## config.mk

```make
export PLATFORM = sky130hd
export DESIGN_NAME = uart_tx
export DESIGN_NICKNAME = d
export VERILOG_FILES = /design/src/rtl/uart_tx.sv
export SDC_FILE = /design/constraint.sdc
export NUM_CORES = 1
export LEC_CHECK = 0
export CAP_MARGIN = 40
export CORE_MARGIN = 10
export CORE_UTILIZATION = 55
export DETAILED_ROUTE_END_ITERATION = 12
export PLACE_DENSITY = 0.78
export SLEW_MARGIN = 20
export SYNTH_ARGS = -nofsm -noshare
export SYNTH_HDL_FRONTEND = slang
export SYNTH_SLANG_ARGS = --single-unit
```

## constraint.sdc

```tcl
create_clock -name clk -period 1.8 [get_ports clk]
set_input_delay 0.27 -clock clk [delete_from_list [all_inputs] [get_ports clk]]
set_output_delay 0.27 -clock clk [all_outputs]
set_load 0.01 [all_outputs]
```

## src/rtl/uart_tx.sv

```systemverilog
// UART transmitter: start bit, 8 data bits LSB first, optional even parity, stop bit.
// Define UART_TX_PARITY_EN to insert the even-parity bit (11-bit frame instead of 10).
module uart_tx #(
    parameter int unsigned CLK_FREQ  = 1000000,
    parameter int unsigned BAUD_RATE = 9600
) (
    input  logic       clk,
    input  logic       rst,
    input  logic       tx_start,
    input  logic [7:0] tx_data,
    output logic       tx,
    output logic       tx_busy,
    output logic       tx_done
);
    localparam int unsigned ClksPerBit = CLK_FREQ / BAUD_RATE;
    localparam int unsigned BaudW      = (ClksPerBit > 1) ? $clog2(ClksPerBit) : 1;
    localparam logic [BaudW-1:0] BaudLast = BaudW'(ClksPerBit - 1);
    // tx_done is registered, so it is raised one count early to land in the final clk
    localparam logic [BaudW-1:0] BaudDone = BaudW'(ClksPerBit - 2);

    typedef enum logic [2:0] {
        StIdle   = 3'd0,
        StStart  = 3'd1,
        StData   = 3'd2,
`ifdef UART_TX_PARITY_EN
        StParity = 3'd3,
`endif
        StStop   = 3'd4
    } state_e;

    state_e           state_q, state_d;
    logic [BaudW-1:0] baud_q, baud_d;
    logic [2:0]       bit_q, bit_d;
    logic [7:0]       shift_q, shift_d;
    logic             tx_q, tx_d;
    logic             busy_q, busy_d;
    logic             done_q, done_d;
    logic             baud_last;
`ifdef UART_TX_PARITY_EN
    logic             parity_q, parity_d;
`endif

    assign baud_last = (baud_q == BaudLast);

    always_comb begin
        state_d  = state_q;
        baud_d   = baud_q;
        bit_d    = bit_q;
        shift_d  = shift_q;
        tx_d     = tx_q;
        busy_d   = busy_q;
        done_d   = 1'b0;
`ifdef UART_TX_PARITY_EN
        parity_d = parity_q;
`endif
        case (state_q)
            StIdle: begin
                tx_d   = 1'b1;
                busy_d = 1'b0;
                if (tx_start) begin
                    shift_d  = tx_data;
`ifdef UART_TX_PARITY_EN
                    parity_d = ^tx_data;
`endif
                    baud_d   = '0;
                    bit_d    = '0;
                    tx_d     = 1'b0;
                    busy_d   = 1'b1;
                    state_d  = StStart;
                end
            end
            StStart: begin
                if (baud_last) begin
                    baud_d  = '0;
                    tx_d    = shift_q[0];
                    state_d = StData;
                end else begin
                    baud_d = baud_q + BaudW'(1);
                end
            end
            StData: begin
                if (baud_last) begin
                    baud_d  = '0;
                    shift_d = shift_q >> 1;
                    if (bit_q == 3'd7) begin
`ifdef UART_TX_PARITY_EN
                        tx_d    = parity_q;
                        state_d = StParity;
`else
                        tx_d    = 1'b1;
                        state_d = StStop;
`endif
                    end else begin
                        bit_d = bit_q + 3'd1;
                        tx_d  = shift_q[1];
                    end
                end else begin
                    baud_d = baud_q + BaudW'(1);
                end
            end
`ifdef UART_TX_PARITY_EN
            StParity: begin
                if (baud_last) begin
                    baud_d  = '0;
                    tx_d    = 1'b1;
                    state_d = StStop;
                end else begin
                    baud_d = baud_q + BaudW'(1);
                end
            end
`endif
            StStop: begin
                if (baud_last) begin
                    baud_d  = '0;
                    tx_d    = 1'b1;
                    busy_d  = 1'b0;
                    state_d = StIdle;
                end else begin
                    baud_d = baud_q + BaudW'(1);
                    done_d = (baud_q == BaudDone);
                end
            end
            default: begin
                state_d = StIdle;
                baud_d  = '0;
                bit_d   = '0;
                tx_d    = 1'b1;
                busy_d  = 1'b0;
            end
        endcase
    end

    always_ff @(posedge clk or negedge rst) begin
        if (!rst) begin
            state_q  <= StIdle;
            baud_q   <= '0;
            bit_q    <= '0;
            shift_q  <= '0;
            tx_q     <= 1'b1;
            busy_q   <= 1'b0;
            done_q   <= 1'b0;
`ifdef UART_TX_PARITY_EN
            parity_q <= 1'b0;
`endif
        end else begin
            state_q  <= state_d;
            baud_q   <= baud_d;
            bit_q    <= bit_d;
            shift_q  <= shift_d;
            tx_q     <= tx_d;
            busy_q   <= busy_d;
            done_q   <= done_d;
`ifdef UART_TX_PARITY_EN
            parity_q <= parity_d;
`endif
        end
    end

    assign tx      = tx_q;
    assign tx_busy = busy_q;
    assign tx_done = done_q;

endmodule

```

Word level (Yosys, flattened, before mapping)
Index checks and enable logic that the tools add are counted.
- flip-flop bits (word level): 24
- input port bits: 11
- output and inout port bits: 3
- word-level logic and storage cells: 60
- add/sub/neg operators: 2
- equal/unequal tests: 12
- mux-type cells: 27
- bitwise logic cells: 2
- reduce and logical (&&, ||, !) cells: 10
- operator list (kind ; count):
    $mux W3 ; 8
    $mux W8 ; 2
    $pmux W8 S2 ; 1
    $eq A7 B7 Y1 const B ; 2
    $mux W7 ; 2
    $pmux W7 S2 ; 1
    $ne A2 B2 Y1 const B ; 6
    $pmux W3 S4 ; 1
    $mux W1 ; 9
    $pmux W3 S3 ; 1
    $add A7 B1 Y7 const B ; 1
    $eq A3 B3 Y1 const B ; 2
    $reduce_and A3 Y1 ; 2
    $reduce_and A5 Y1 ; 1
    $pmux W1 S4 ; 1
    $reduce_and A4 Y1 ; 1
    $reduce_or A2 Y1 ; 2
    $add A3 B1 Y3 const B ; 1
    $eq A3 B1 Y1 const B ; 1
    $eq A3 B2 Y1 const B ; 1
    $logic_not A3 Y1 ; 1
    $pmux W1 S3 ; 1
    $reduce_or A3 Y1 ; 1
    $not A1 Y1 ; 2
    2 further kinds ; 2

Depth between registers and ports, before layout
Gate-level depths: netlist (run 1).
- word-level depth: 4
- gate-level depth with buffers: 6
- mapped depth without buffers: 5

Least setup slack after synthesis (run 1)
No wires, ideal clock.
- kind: register to register
- from: reg baud_q[0]
- to: reg baud_q[6]
- library setup time: 0.133 ns
- arrival time: 1.438 ns
- data required time: 1.667 ns
- slack: 0.229 ns
- stages on the path, launching flop included: 7
- buffers on the path: 1
- clock period less this slack: 1.571 ns
- path through: dfrtp_1 -> ha_1 -> and3_1 -> buf_2 -> and4b_2 -> a221oi_1 -> o21ai_0
- longest elaborated chain between the ends: 3
- elaborated cells on any way between the ends: 4
- classes of those cells: add/sub: 1; eq/ne: 1; mux: 2
- RTL lines (what ; line ; RTL):
    start, declared ; 32 ; logic [BaudW-1:0] baud_q, baud_d;
    start signal, assigned ; 147 ; baud_q <= baud_d;
    $add A7 B1 Y7 / $eq A7 B7 Y1 (equally long branches) ; -- ;
    $mux W7 * ; 73, 82, 113 ;
    $pmux W7 S2 * ; 56 ; case (state_q)
Mark *: on every way between the ends. The rest lies on a longest branch, timed or not.
A chain may end at the register's enable or synchronous reset.

Final worst setup path (run 1)
- from: reg tx_q, in the netlist tx
- to: out tx
- RTL lines (what ; line ; RTL):
    start, declared ; 35 ; logic tx_q, tx_d;
    start signal, assigned ; 150 ; tx_q <= tx_d;
    end, declared ; 11 ; output logic tx,
No word-level cell between the ends.

==> flow_summary.ini, run 1 <==
[timing]
timing.slew.headroom_pct = 73.3
finalWorstSetupSlack_ps = 127
unrepaired_setup_endpoints_after_global_routing = false
max_freq_mhz = 598
clock_skew_ps = 1.24
totalNegativeSetupSlack_ps = 0
final-hold-violation-count = 0
finalMaxSlewViolations = 0
finalSetupViolations = 0
slew_of_the_pin_with_the_lowest_slew_margin_ps = 400
period_needed_ps = 1670
period_share_pct = 93.0

[synth]
synth-edff-count = 0
yosysSeqAreaShare_pct = 43.8
synth_largest_type_area_fraction_pct = 41.9
post_synth.cell_area_avg_um2 = 10.2
postSynth.topFlopCell = sky130_fd_sc_hd__dfrtp_1
netlist.top_cell.by_area = sky130_fd_sc_hd__dfrtp_1
synth-async-reset-ratio_pct = 100
synth_most_common_cell = sky130_fd_sc_hd__dfrtp_1
syn_area_um2 = 1370
yosys.cell_types.count = 48
synth_commonest_cells = 23 x sky130_fd_sc_hd__dfrtp_1, 22 x sky130_fd_sc_hd__o21ai_0, 9 x sky130_fd_sc_hd__nand2_1, 8 x sky130_fd_sc_hd__mux2i_1
postSynthNetCount = 150
ys_warn_count = 0
ys_seq_elements = 24
synth_top_cells_by_area = sky130_fd_sc_hd__dfrtp_1 42%, sky130_fd_sc_hd__o21ai_0 8.0%, sky130_fd_sc_hd__mux2i_1 5.8%
syn-instance-count = 135

[worst_setup_path]
critical_path.cell_chain = clkdlybuf4s50_1
required_ps = 1530
critical-path-max-stage-delay_ps = 550
critical_path.startpoint_type = flop
path_buf_inv = 1
setup.worst_path.end_class = output port
cpMaxStageDelayCell = sky130_fd_sc_hd__dfstp_2
worstSetupPathType = reg -> out
critical_path_arrival_ps = 1400
worst-path-max-fanout = 2
timing.critical_path.max_delay_family = flip-flops

[cts]
tritoncts = yes
cts-buffers-inserted = 3
holdBufCountCts = 0
clk_pin_slew_ps = 140
clkLatencyLatePin_ps = 320
resize_count_post_cts = 0
post-cts-setup-buffers = 0
clock_tree.root_cell = sky130_fd_sc_hd__clkbuf_4
htree_levels = 1
max-clock-path-buffers = 2
clock_sinks = 24

[die]
die-area_um2 = 4900
die_width_um = 70.0
floorplan.rows = 18
die_h_um = 70.0
initial_utilization_pct = 56.5
core_um2 = 2430
ios = 14

[job]
cap_violations = 0

[placed_design]
dp.cells = 181
gp_congestion = 0.811
io_buffer_count = 13
hpwlAfterDp_mm = 2.27
preCtsSetupSlack_ps = 59.9

[drt]
routed_wl_mm = 2.98
antenna_left = 0
first_iter_violations = 44
firstDrtPassIters = 4
routed_wire_length_per_instance_um = 16.1
dr_total_vias = 1081
drt-vias-per-instance = 5.84
drc_errors = 0

[power_and_ir_drop]
cellLeakagePower_nw = 0.668
clock_power_share_pct = 15.8
power.density_nw_per_um2 = 1160
seqPwrFrac_pct = 49.0
switching_component_of_the_power_mw = 0.678
fin_total_pwr_mw = 1.86
sw_frac_of_total_pct = 36.4
internal-power_mw = 1.19
vdd_ir_drop_max_mv = 0.778
combPwrFrac_pct = 35.2

[global_route]
grt_max_degree = 25
grt_remaining_overflow = 0
antenna_violations_before_repair = 0
first_global_vias = 1108
global_route_wire_length_before_repair_mm = 5.06
grt_use_total_pct = 12.3

[cells_and_area]
filler_cell_count = 203
syn_to_final_growth_pct = 17.1
finalNonFillerCells = 185
final_core_util_pct = 66.2
nets = 171
layout-drive-gt1-share_pct = 16.8
num_antenna_cells = 0

[run_status]
outcome = complete, no violations

[worst_hold_path]
timing.hold.worst.class = in -> async
power groups by stage:
stage	logic (mW)	clock network (mW)	registers, mW
finish	0.656	0.294	0.913
global placement	0.624	0	0.902
global route	0.745	0.326	0.937
floorplan	0.436	0	0.880
detailed placement	0.666	0	0.923
CTS	0.666	0.298	0.911
layout make-up:
type / instances / area, um^2 / area share, %
Clock buffer: 4 / 36.3 / 2.26
Inverter: 3 / 11.3 / 0.700
Multi-Input combinational cell: 101 / 717 / 44.6
Sequential cell: 24 / 602 / 37.4
Tap cell: 30 / 37.5 / 2.33
Timing Repair Buffer: 23 / 205 / 12.8
per-stage QoR:
stage          hold slack (ps)  cell area, um^2
2_1_floorplan            -25.6             1370
3_3_place_gp               492             1570
4_1_cts                    300             1610
6_report                   290             1610
3_5_place_dp               504             1570
5_1_grt                    292             1610
flip-flops by register name, indices dropped and copies added, names as in the netlist:
register and cells:
tx_done 1, baud_q 7, state_q 3, bit_q 3, shift_q 8, tx 1
tx_busy 1
cells by family (layout without fill, tap and decap cells):
kind of cell	after synthesis	after routing	share of synthesized area, %
AOI/OAI and AO/OA	44	44	20.9
xor gates and xnor gates	2	2	1.28
adders and majority gates	4	4	3.64
buffers and inverters	10	30	4.10
DFF	24	24	43.8
muxes	10	10	7.47
and+or+nand+nor	41	41	18.9
worst paths after layout:
path                            startpoint    endpoint  slack (ps)  cells after the start
worst max register to register   baud_q[3]  shift_q[2]         140                      4
worst max-delay path                    tx          tx         130                      1
max in group asynchronous              rst          tx        1220                      2
worst min-delay path                   rst  shift_q[4]         290                      2
worst min register to register  state_q[0]  state_q[2]         510                      1
min in group clk                state_q[0]  state_q[2]         510                      1
metal layers:
metal,track usage (%),share of wire [%],vias to the layer above
li1,-,-,536
met1,13.5,43,522
met2,22.2,53,19
met3,2.12,2.5,4
met4,6.14,1.4,0
met5,0,0,-
layout by cell type, fill, tap and decap left out, types with 3 or more instances in the layout:
| cell | netlist | final |
|---|---|---|
| sky130_fd_sc_hd__a21oi_1 | 5 | 5 |
| sky130_fd_sc_hd__buf_4 | 0 | 10 |
| sky130_fd_sc_hd__clkbuf_4 | 0 | 3 |
| sky130_fd_sc_hd__clkdlybuf4s50_1 | 0 | 13 |
| sky130_fd_sc_hd__dfrtp_1 | 23 | 23 |
| sky130_fd_sc_hd__ha_1 | 4 | 4 |
| sky130_fd_sc_hd__inv_1 | 3 | 3 |
| sky130_fd_sc_hd__mux2i_1 | 8 | 8 |
| sky130_fd_sc_hd__nand2_1 | 9 | 9 |
| sky130_fd_sc_hd__nand3_1 | 3 | 3 |
| sky130_fd_sc_hd__nor2_1 | 5 | 5 |
| sky130_fd_sc_hd__nor2b_1 | 4 | 4 |
| sky130_fd_sc_hd__o21ai_0 | 22 | 22 |
Note: power is estimated with default switching activity, not from simulation.
==> inputs of run 2 (changes only) <==
SLEW_MARGIN = 10   (was 20)
==> results of run 2 <==
Same layout as run 1: the final DEF is identical, and so are final timing and power.
==> inputs of run 3 (changes only) <==
GPL_ROUTABILITY_DRIVEN = 1   (was default)
MAX_ROUTING_LAYER = met4   (was default)
==> run 3 against run 2 <==
  * Non-clock buffer count stayed put
  * Combinational power hardly changed
  * Final area unchanged
  * Final cell count is the same
  * Clock skew increased by 2.5 ps
  * Worst setup slack worse by 6.0 ps
  * Wire length is 0.84% higher
  * Critical path depth rose by 3
  * Clock power up 1%
  * Utilization stayed put
  * Global-route usage is 0.33 points higher
  * Sequential power hardly changed
  * Critical path type is now reg -> reg
==> flow_summary.ini, run 3 (same netlist as run 1, synthesis figures left out) <==
[cells_and_area]
layout-drive-gt1-share_pct = 16.8
num_antenna_cells = 0
syn_to_final_growth_pct = 17.1
nets = 171
reg.largest.list = shift_q x8, baud_q x7
registers.top_by_ff_count = shift_q
filler_cell_count = 203
mostFrequentLayoutCell = sky130_fd_sc_hd__dfrtp_1
largest_reg_flops = 8
highest_count_cells_in_the_layout_ignoring_fill_and_taps = 23 x sky130_fd_sc_hd__dfrtp_1, 22 x sky130_fd_sc_hd__o21ai_0, 13 x sky130_fd_sc_hd__clkdlybuf4s50_1, 10 x sky130_fd_sc_hd__buf_4, 9 x sky130_fd_sc_hd__nand2_1

[drt]
antenna_left = 0
first_iter_violations = 50
firstDrtPassIters = 4
routed_wl_mm = 3.00
dr_total_vias = 1084
drt-vias-per-instance = 5.86
routed_wire_length_per_instance_um = 16.2
drc_errors = 0

[worst_setup_path]
cp-startpoint = baud_q[3]
worstSetupPathType = reg -> reg
worst-path-max-fanout = 8
worst_r2r_startpoint = baud_q[3]
critical_path.startpoint_type = flop
critical_path_arrival_ps = 1930
required_ps = 2050
setup.worst_path.end_class = flop

[power_and_ir_drop]
cellLeakagePower_nw = 0.668
internal-power_mw = 1.19
power.density_nw_per_um2 = 1160
combPwrFrac_pct = 35.2
clock_power_share_pct = 16.0
vdd_ir_drop_max_mv = 0.784
switching_component_of_the_power_mw = 0.684
seqPwrFrac_pct = 48.9
sw_frac_of_total_pct = 36.6

[cts]
clock_tree.root_cell = sky130_fd_sc_hd__clkbuf_4
cts-buffers-inserted = 3
clk_pin_slew_ps = 140
htree_levels = 1
clock_sinks = 24
tritoncts = yes
clkLatencyLatePin_ps = 320
max-clock-path-buffers = 2

[timing]
finalMaxSlewViolations = 0
timing.slew.headroom_pct = 72.5
slew_of_the_pin_with_the_lowest_slew_margin_ps = 413
finalSetupViolations = 0
period_needed_ps = 1680
clock_skew_ps = 3.75
totalNegativeSetupSlack_ps = 0
hold_ws_ps = 286
final-hold-violation-count = 0
max_freq_mhz = 596
unrepaired_setup_endpoints_after_global_routing = false
period_share_pct = 93.3

[die]
die_h_um = 70.0
die_width_um = 70.0
core_um2 = 2430
floorplan.rows = 18
ios = 14
initial_utilization_pct = 56.5
die-area_um2 = 4900

[global_route]
gr-max-usage-layer = met2
grt_use_total_pct = 12.7
grt_max_degree = 25
first_global_vias = 1105
met2_usage_pct = 22.3
global_route_wire_length_before_repair_mm = 5.08
use_met1_pct = 13.4
gr-usage-met3_pct = 2.12
grt_remaining_overflow = 0
antenna_violations_before_repair = 0

[run_status]
outcome = complete, no violations

[placed_design]
hpwlAfterDp_mm = 2.27
io_buffer_count = 13
gp_congestion = 0.822

[job]
cap_violations = 0

[worst_hold_path]
timing.hold.worst.class = in -> async
[run 3: cell counts in the layout (fill, tap and decap cells not counted)]
No cell type changed its count.
[run 3: worst max-delay path: stages (launching register included)]
cell                      delay, ps
sky130_fd_sc_hd__dfrtp_1        500
sky130_fd_sc_hd__nor3b_4        430
sky130_fd_sc_hd__a31oi_4        180
sky130_fd_sc_hd__or2_4          290
sky130_fd_sc_hd__o21ai_0        190
[run 3: power groups by stage]
stage / sequential, mW / clock, mW / combinational [mW]
finish: 0.914 / 0.298 / 0.657
detailed placement: 0.923 / 0 / 0.666
CTS: 0.911 / 0.298 / 0.666
global route: 0.937 / 0.326 / 0.744
global placement: 0.902 / 0 / 0.624
floorplan: 0.880 / 0 / 0.436
[run 3: layer usage]
layer  part of all wire (%)  routed length, um  vias to the layer above
met5                      0                  0                        -
met1                     43               1290                      526
met2                     53               1590                       19
li1                       -                  -                      535
met4                    1.4                 42                        0
met3                    2.4                 73                        4
[run 3: cell type report]
type / count / area, um^2 / area share [%]
Timing Repair Buffer: 23 / 205 / 12.8
Sequential cell: 24 / 602 / 37.4
Clock buffer: 4 / 36.3 / 2.26
Inverter: 3 / 11.3 / 0.700
Tap cell: 30 / 37.5 / 2.33
Multi-Input combinational cell: 101 / 717 / 44.6
[run 3: worst paths after layout]
check	end	slack, ps	cells past startpoint
max	shift_q[2]	120	4
min	shift_q[4]	290	2
max reg2reg	shift_q[2]	120	4
min reg2reg	state_q[2]	510	1
max in group asynchronous	tx	1230	2
min in group clk	state_q[2]	510	1
[run 3: repair_timing]
action | in CTS | in global routing
buffers inserted | 0 | 0
endpoints found under the setup margin | 0 | 2
hold buffers | 0 | 0
gates resized for setup | 0 | 1
[run 3: through the flow]
step | total power [mW] | std cells | util, % | instance area [um^2] | setup slack (ps)
2_1_floorplan | 1.32 | 135 | - | 1370 | 229
3_5_place_dp | 1.59 | 181 | 64.6 | 1570 | 59.9
3_3_place_gp | 1.53 | 181 | 64.6 | 1570 | 125
6_report | 1.87 | 185 | 66.2 | 1610 | 121
5_1_grt | 2.01 | 185 | 66.2 | 1610 | 36.0
4_1_cts | 1.88 | 185 | 66.1 | 1610 | 80.6
